==> src/rtl/lattice_scan_counter.sv <==
// Two-dimensional lattice sweep generator: walks every node of a GRID_W x GRID_H
// lattice in forward or reverse raster order behind a valid/ready handshake.
module lattice_scan_counter #(
  parameter int GRID_W = 16,
  parameter int GRID_H = 16,
  parameter int COL_W  = $clog2(GRID_W),
  parameter int ROW_W  = $clog2(GRID_H),
  parameter int IDX_W  = $clog2(GRID_W * GRID_H)
) (
  input  logic             Clk,
  input  logic             Reset,
  input  logic             Start,
  input  logic             Reverse,
  input  logic             Abort,
  input  logic             out_ready,
  output logic             out_valid,
  output logic [COL_W-1:0] col,
  output logic [ROW_W-1:0] row,
  output logic [IDX_W-1:0] idx,
  output logic             edge_l,
  output logic             edge_r,
  output logic             edge_t,
  output logic             edge_b,
  output logic             busy,
  output logic             done
);

  localparam logic [COL_W-1:0] COL_MAX = COL_W'(GRID_W - 1);
  localparam logic [ROW_W-1:0] ROW_MAX = ROW_W'(GRID_H - 1);
  localparam logic [IDX_W-1:0] IDX_MAX = IDX_W'(GRID_W * GRID_H - 1);

  typedef enum logic [1:0] {
    IDLE = 2'd0,
    SCAN = 2'd1,
    DONE = 2'd2
  } state_t;

  state_t           r_state;
  logic             r_rev;
  logic             r_valid;
  logic             r_busy;
  logic             r_done;
  logic [COL_W-1:0] r_col;
  logic [ROW_W-1:0] r_row;
  logic [IDX_W-1:0] r_idx;
  logic             r_edge_l;
  logic             r_edge_r;
  logic             r_edge_t;
  logic             r_edge_b;

  logic             w_beat;
  logic             w_last;
  logic [COL_W-1:0] w_col_nxt;
  logic [ROW_W-1:0] w_row_nxt;
  logic [IDX_W-1:0] w_idx_nxt;

  // Next coordinate: idx runs as its own counter so it never needs a multiplier.
  always_comb begin
    w_beat    = (r_state == SCAN) && r_valid && out_ready;
    w_last    = r_rev ? ((r_col == '0) && (r_row == '0))
                      : ((r_col == COL_MAX) && (r_row == ROW_MAX));
    w_col_nxt = r_col;
    w_row_nxt = r_row;
    w_idx_nxt = r_idx;
    if (Abort) begin
      w_col_nxt = '0;
      w_row_nxt = '0;
      w_idx_nxt = '0;
    end else if ((r_state == IDLE) && Start) begin
      if (Reverse) begin
        w_col_nxt = COL_MAX;
        w_row_nxt = ROW_MAX;
        w_idx_nxt = IDX_MAX;
      end else begin
        w_col_nxt = '0;
        w_row_nxt = '0;
        w_idx_nxt = '0;
      end
    end else if (w_beat && !w_last) begin
      if (r_rev) begin
        w_idx_nxt = r_idx - IDX_W'(1);
        if (r_col == '0) begin
          w_col_nxt = COL_MAX;
          w_row_nxt = r_row - ROW_W'(1);
        end else begin
          w_col_nxt = r_col - COL_W'(1);
        end
      end else begin
        w_idx_nxt = r_idx + IDX_W'(1);
        if (r_col == COL_MAX) begin
          w_col_nxt = '0;
          w_row_nxt = r_row + ROW_W'(1);
        end else begin
          w_col_nxt = r_col + COL_W'(1);
        end
      end
    end
  end

  // Registered control FSM, coordinates and boundary flags.
  always_ff @(posedge Clk or negedge Reset) begin
    if (!Reset) begin
      r_state  <= IDLE;
      r_rev    <= 1'b0;
      r_valid  <= 1'b0;
      r_busy   <= 1'b0;
      r_done   <= 1'b0;
      r_col    <= '0;
      r_row    <= '0;
      r_idx    <= '0;
      r_edge_l <= 1'b1;
      r_edge_r <= 1'b0;
      r_edge_t <= 1'b1;
      r_edge_b <= 1'b0;
    end else begin
      r_col    <= w_col_nxt;
      r_row    <= w_row_nxt;
      r_idx    <= w_idx_nxt;
      r_edge_l <= (w_col_nxt == '0);
      r_edge_r <= (w_col_nxt == COL_MAX);
      r_edge_t <= (w_row_nxt == '0);
      r_edge_b <= (w_row_nxt == ROW_MAX);
      if (Abort) begin
        r_state <= IDLE;
        r_valid <= 1'b0;
        r_busy  <= 1'b0;
        r_done  <= 1'b0;
      end else begin
        case (r_state)
          IDLE: begin
            r_done <= 1'b0;
            if (Start) begin
              r_state <= SCAN;
              r_rev   <= Reverse;
              r_valid <= 1'b1;
              r_busy  <= 1'b1;
            end
          end
          SCAN: begin
            if (w_beat && w_last) begin
              r_state <= DONE;
              r_valid <= 1'b0;
              r_done  <= 1'b1;
            end
          end
          DONE: begin
            r_state <= IDLE;
            r_done  <= 1'b0;
            r_busy  <= 1'b0;
          end
          default: begin
            r_state <= IDLE;
            r_valid <= 1'b0;
            r_done  <= 1'b0;
            r_busy  <= 1'b0;
          end
        endcase
      end
    end
  end

  assign out_valid = r_valid;
  assign col       = r_col;
  assign row       = r_row;
  assign idx       = r_idx;
  assign edge_l    = r_edge_l;
  assign edge_r    = r_edge_r;
  assign edge_t    = r_edge_t;
  assign edge_b    = r_edge_b;
  assign busy      = r_busy;
  assign done      = r_done;

endmodule
==> config.mk <==
export PLATFORM = sky130hd
export DESIGN_NAME = lattice_scan_counter
export DESIGN_NICKNAME = d
export VERILOG_FILES = /design/src/rtl/lattice_scan_counter.sv
export SDC_FILE = /design/constraint.sdc
export NUM_CORES = 1
export LEC_CHECK = 0
export BUFFER_PORTS_ARGS = -buffer_cell sky130_fd_sc_hd__buf_2
export CORE_UTILIZATION = 33
export CTS_BUF_LIST = sky130_fd_sc_hd__clkbuf_16
export DETAILED_ROUTE_END_ITERATION = 10
export PLACE_DENSITY = 0.6
export SYNTH_ARGS = -nofsm -noshare
export SYNTH_HDL_FRONTEND = slang
export SYNTH_SLANG_ARGS = --single-unit
==> constraint.sdc <==
create_clock -name Clk -period 1.97 [get_ports Clk]
set_input_delay 0.0985 -clock Clk [delete_from_list [all_inputs] [get_ports Clk]]
set_output_delay 0.0985 -clock Clk [all_outputs]
set_load 0.1 [all_outputs]
# --- Yosys cells after proc, flatten, opt, wreduce, memory -nomap -nowiden ---
# Index checks and enable logic that the tools add are counted.
totals:
  ff_bits: 26
  input_bits: 6
  output_inout_bits: 23
  word_cells: 79
classes:
  addsub: 6
  n_eq_ne: 10
  muxes: 32
  bitwise_logic: 1
  n_reduce_logical: 18
op_table:
  columns: ["cell", "n"]
  rows:
  - ["4-bit 2-to-1 mux", 13]
  - ["8-bit 2-to-1 mux", 5]
  - ["4-bit == test (second input constant)", 4]
  - ["4-bit logical NOT", 4]
  - ["4-bit by 1-bit adder with 4-bit output (second input constant)", 2]
  - ["8-bit by 1-bit adder with 8-bit output (second input constant)", 1]
  - ["1-bit 2-to-1 mux", 8]
  - ["4-bit by 1-bit subtractor with 4-bit output (second input constant)", 2]
  - ["8-bit by 1-bit subtractor with 8-bit output (second input constant)", 1]
  - ["1-bit logical AND", 7]
  - ["2-bit 2-to-1 mux", 3]
  - ["3-bit AND reduction", 2]
  - ["2-bit inequality test (second input constant)", 2]
  - ["2-bit case mux with 2 select lines", 1]
  - ["2-bit AND reduction", 2]
  - ["3-bit by 2-bit inequality test with 1-bit output (second input constant)", 1]
  - ["3-bit inequality test (second input constant)", 1]
  - ["1-bit case mux with 3 select lines", 1]
  - ["3-bit nonzero test", 1]
  - ["2-bit by 1-bit == test with 1-bit output (second input constant)", 1]
  - ["2-bit == test (second input constant)", 1]
  - ["2-bit logical NOT", 1]
  - ["1-bit case mux with 2 select lines", 1]
  - ["1-bit logical NOT", 1]
  - ["1-bit inverter", 1]

# --- Longest topological paths before layout ---
logic_depth:
  depth_word: 9
  ltp_mapped: 9
  ltp_nobuf: 8

# --- Worst setup path before layout ---
# OpenSTA, ideal clock, no wires.
synth_path:
  kind: "reg-to-reg"
  from: "register r_col[0], in the netlist col[0]"
  to: "register r_edge_r, in the netlist edge_r"
  setup_time_ps: 120
  arrival_ps: 2722
  required_ps: 1850
  setup_slack_ps: -872
  stages_incl_launch_ff: 9
  n_path_buf: 1
  synth_period_minus_slack_ps: 2842
  cell_sequence: "dfrtp_1 inv_1 ha_1 nor3b_2 a221oi_4 buf_6 o21ai_1 a221o_1 and3_1"
synth_between:
  elab_chain_cells: 9
  elab_cells_between_ends: 16
  cone_classes: "add/sub: 2; eq/ne: 2; mux: 7; reduce/logical: 5"
synth_lines:
  columns: ["element", "line", "text"]
  rows:
  - ["start, declared", "43", "logic [COL_W-1:0] r_col;"]
  - ["start signal, assigned", "116", "r_col <= w_col_nxt;"]
  - ["branches (longest 5 deep; another with 4-bit by 1-bit adder with 4-bit output)", null, null]
  - ["4-bit 2-to-1 mux (*)", "79", "end else if (w_beat && !w_last) begin"]
  - ["4-bit 2-to-1 mux (*)", "69", "end else if ((r_state == IDLE) && Start) begin"]
  - ["4-bit 2-to-1 mux (*)", "65", "if (Abort) begin"]
  - ["4-bit == test (*)", "120", "r_edge_r <= (w_col_nxt == COL_MAX);"]
  - ["end signal, assigned", "120", null]
  - ["end, declared", "47", "logic r_edge_r;"]
# Every way passes the cells marked *.
# A chain may end at the register's enable or synchronous reset.

# --- Worst setup path in the final report ---
layout_path:
  from: "register r_col[0], in the netlist col[0]"
  to: "register r_edge_t, in the netlist edge_t"
layout_between:
  elab_chain_cells: 9
  elab_cells_between_ends: 14
  cone_classes: "eq/ne: 1; mux: 7; reduce/logical: 6"
layout_lines:
  columns: ["element", "line", "text"]
  rows:
  - ["4-bit == test / 4-bit logical NOT (equally long branches)", null, null]
  - ["1-bit logical AND (on tied branches)", "61, 60", null]
  - ["1-bit 2-to-1 mux", "60", "w_last = r_rev ? ((r_col == '0) && (r_row == '0))"]
  - ["1-bit logical NOT", "79", null]
  - ["1-bit logical AND", "79", null]
  - ["4-bit 2-to-1 mux (*)", "79", null]
  - ["4-bit 2-to-1 mux (*)", "69", null]
  - ["4-bit 2-to-1 mux (*)", "65", null]
  - ["4-bit logical NOT (*)", "121", "r_edge_t <= (w_row_nxt == '0);"]
  - ["end signal, assigned", "121", null]
  - ["end, declared", "48", "logic r_edge_t;"]
# Every way passes the cells marked *; elsewhere a longest branch is shown, timed or not.

==> results.yml <==
critical_path:
  worstPathMaxFanout: 4
  max_stage_delay_ns: 0.52
  timing.rr.start: "col[0]$_DFF_PN0_"
  critical_path_class: "register to register"
  critical_path.startpoint: "col[0]$_DFF_PN0_"
  path_buf_inv: 2
  slowest_stage: "dfrtp_4"
  path_cells: "ha_4 > and4b_4 > a221oi_4 > buf_6 > nand2_4 > xnor2_2 > nor2_2 > buf_4 > a41o_1"
  worstSetupStartpointType: "register"
  cpLargestDelayFamily: "compound AO/OA/AOI/OAI gates"
  required_ns: 2.16
  cp-end-kind: "register"
  crit_arrival_ns: 2.31
timing:
  setup_viol: 13
  relSlewSlack_pct: 59.7
  period_needed_ns: 2.12
  fin_ws_ns: -0.154
  final_hold_viol_count: 0
  rsz0062_at_grt: "yes"
  tightest_slew_ns: 0.605
  fin_worst_skew_ns: 0.00659
  setup_tns_ns: -0.896
  slew_viol_final: 0
  fin_crit_sh_pct: 108
  max_freq_mhz: 471
finish:
  layout_commonest_cell: "buf_4"
  nets: 284
  syn2layout_area_growth_pct: 51.1
  diodes: 0
  drive_gt1_share_pct: 54.0
  final_cells: 335
  layout_common_cells: "41 x buf_4, 28 x buf_2, 17 x nor2_1"
cts:
  cts_sinks: 26
  path_clk_slew_ns: 0.07
  htreeDepth: 1
  cts_tree: "yes"
  cts_buffers: 3
  insertion_delay_ns: 0.26
  clock-root-buffer: "clkbuf_16"
  clockBufferDepth: 2
power:
  p_per_area_mw_per_mm2: 883
  vdd_drop_max_mv: 0.738
  power_leakage_nw: 1.23
  power_mw: 2.43
synth:
  syn-num-nets: 211
  synth_area_sq_mm: 0.00182
  synth_area_per_cell_sq_um: 9.42
  netlist_instances: 193
  synth_seq_area_share_pct: 35.9
  synth-edff-count: 0
  async_flop_share_pct: 100
  ys_ff_latch: 26
  synthFlopType: "dfrtp_1"
  ys_warn_count: 0
  yosysUniqueCellTypes: 57
global_routing:
  gr-usage-all-layers_pct: 17.1
  grt_max_degree: 27
  overflow: 0
  grt_pass1_wl_mm: 8.11
  antenna_found_initial: 0
  grt_pass1_vias: 1726
outcome:
  status: "finished with violations"
  violations: "negative setup slack"
floorplan:
  die_h_um: 76.2
  die_x_um: 76.2
  start_util_pct: 34.9
  ioPinCount: 29
  num_rows: 26
  core_sq_mm: 0.00520
  die-area_sq_mm: 0.00581
detailed_routing:
  drc: 0
  antenna_left: 0
  first_pass_iters: 4
  vias: 1744
  drt_iter0_markers: 54
  finalWirelength_mm: 4.82
  viasPerCell: 5.21
  wl_per_cell_um: 14.4
min_path:
  hold_start: "Start"
  hold_path.class: "primary input to register"
placed_design:
  dp.cells: 319
  gp_congestion: 0.785
  dp_hpwl_mm: 3.33
  pre_cts_slack_ns: -0.180
  port_buffers: 28
flow_run:
  maxCapViolations: 0
synth_stat cells (2+ instances only):
library cell	count	area, sq um
a211oi_1	3	22.5
a21o_1	3	22.5
a21oi_1	15	75.1
a21oi_2	2	17.5
a22oi_1	2	15.0
a41o_1	2	20.0
and3_1	2	12.5
and4bb_1	2	25.0
buf_2	3	15.0
clkbuf_1	6	22.5
dfrtp_1	24	601
dfstp_2	2	52.6
ha_1	11	138
inv_1	8	30.0
mux2i_1	2	20.0
nand2_1	10	37.5
nand2b_1	2	12.5
nand3_1	2	10.0
nand3b_1	3	22.5
nand4b_1	3	26.3
nor2_1	20	75.1
nor2b_1	2	12.5
nor3_1	5	25.0
nor4_1	3	18.8
nor4b_1	3	26.3
o211ai_1	2	15.0
o21ai_0	6	30.0
o21bai_1	2	15.0
o22ai_1	2	12.5
o31ai_1	4	30.0
o41ai_1	2	17.5
or2_2	2	12.5
xnor2_1	8	70.1
xor2_1	2	17.5
path summary, 6_finish.rpt:
kind / to / slack [ns] / cells past startpoint
worst max-delay path: edge_t$_DFF_PN1_ / -0.15 / 9
worst min-delay path: r_state[0]$_DFFE_PN0P_ / 0.12 / 3
worst max register to register: edge_t$_DFF_PN1_ / -0.15 / 9
worst min register to register: idx[3]$_DFFE_PN0P_ / 0.51 / 1
max in group asynchronous: row[0]$_DFF_PN0_ / 1.13 / 2
min in group asynchronous: idx[0]$_DFFE_PN0P_ / 0.38 / 2
metal layers:
| layer | track usage [%] | vias up | part of all wire, % |
|---|---|---|---|
| li1 | - | 859 | - |
| met3 | 2.28 | 6 | 2.1 |
| met5 | 0 | - | 0 |
| met4 | 5.96 | 0 | 1.5 |
| met1 | 22.8 | 851 | 47 |
| met2 | 28.3 | 28 | 49 |
stage by stage:
step / utilization, % / instance area (sq um) / hold WS, ns
after floorplan: - / 1890 / -0.197
after global placement: 45.9 / 2390 / 0.140
after detailed placement: 45.9 / 2390 / 0.147
after CTS: 50.5 / 2630 / 0.110
after global routing: 52.8 / 2750 / 0.131
final: 52.8 / 2750 / 0.115
flip-flops by register name, summed over array words and instances, names as in the netlist, 2 cells and up:
name and count:
r_state 2, col 4, row 4, idx 8
logic make-up (layout without fill, tap and decap cells):
kind of cell	Yosys count	count (layout)	share of synthesized area, %
AOI/OAI and AO/OA	54	54	21.4
muxes	3	3	1.72
buffers and inverters	19	91	4.75
adders and majority gates	12	12	8.67
DFF	26	26	35.9
and+or+nand+nor	69	69	22.7
xor gates and xnor gates	10	10	4.82
worst min-delay path: stages:
cell	delay [ns]
buf_2	0.11
nor2_1	0.08
nor4_1	0.05
report_power, final:
part	total (mW)	leakage (nW)	internal, mW	switching, mW
combinational	1.29	0.868	0.467	0.825
clock	0.452	0.0423	0.272	0.180
sequential	0.682	0.315	0.610	0.0725
total	2.43	1.23	1.35	1.08
timing repair:
item,4_1_cts,5_1_grt
endpoints found under the hold margin,24,0
pin swaps,4,15
gates resized for setup,20,22
hold buffers,1,0
setup buffers,6,5
gates cloned,1,0
setup endpoints to repair,12,18
layout make-up:
cell class	count	area [sq um]
Sequential cell	26	692
Timing Repair Buffer	79	589
Multi-Input combinational cell	148	1270
Clock buffer	3	75.1
Tap cell	70	87.6
Clock inverter	1	3.75
Inverter	8	32.5
Fill cell	491	2460
No activity file was read; power rests on OpenSTA's default activity.
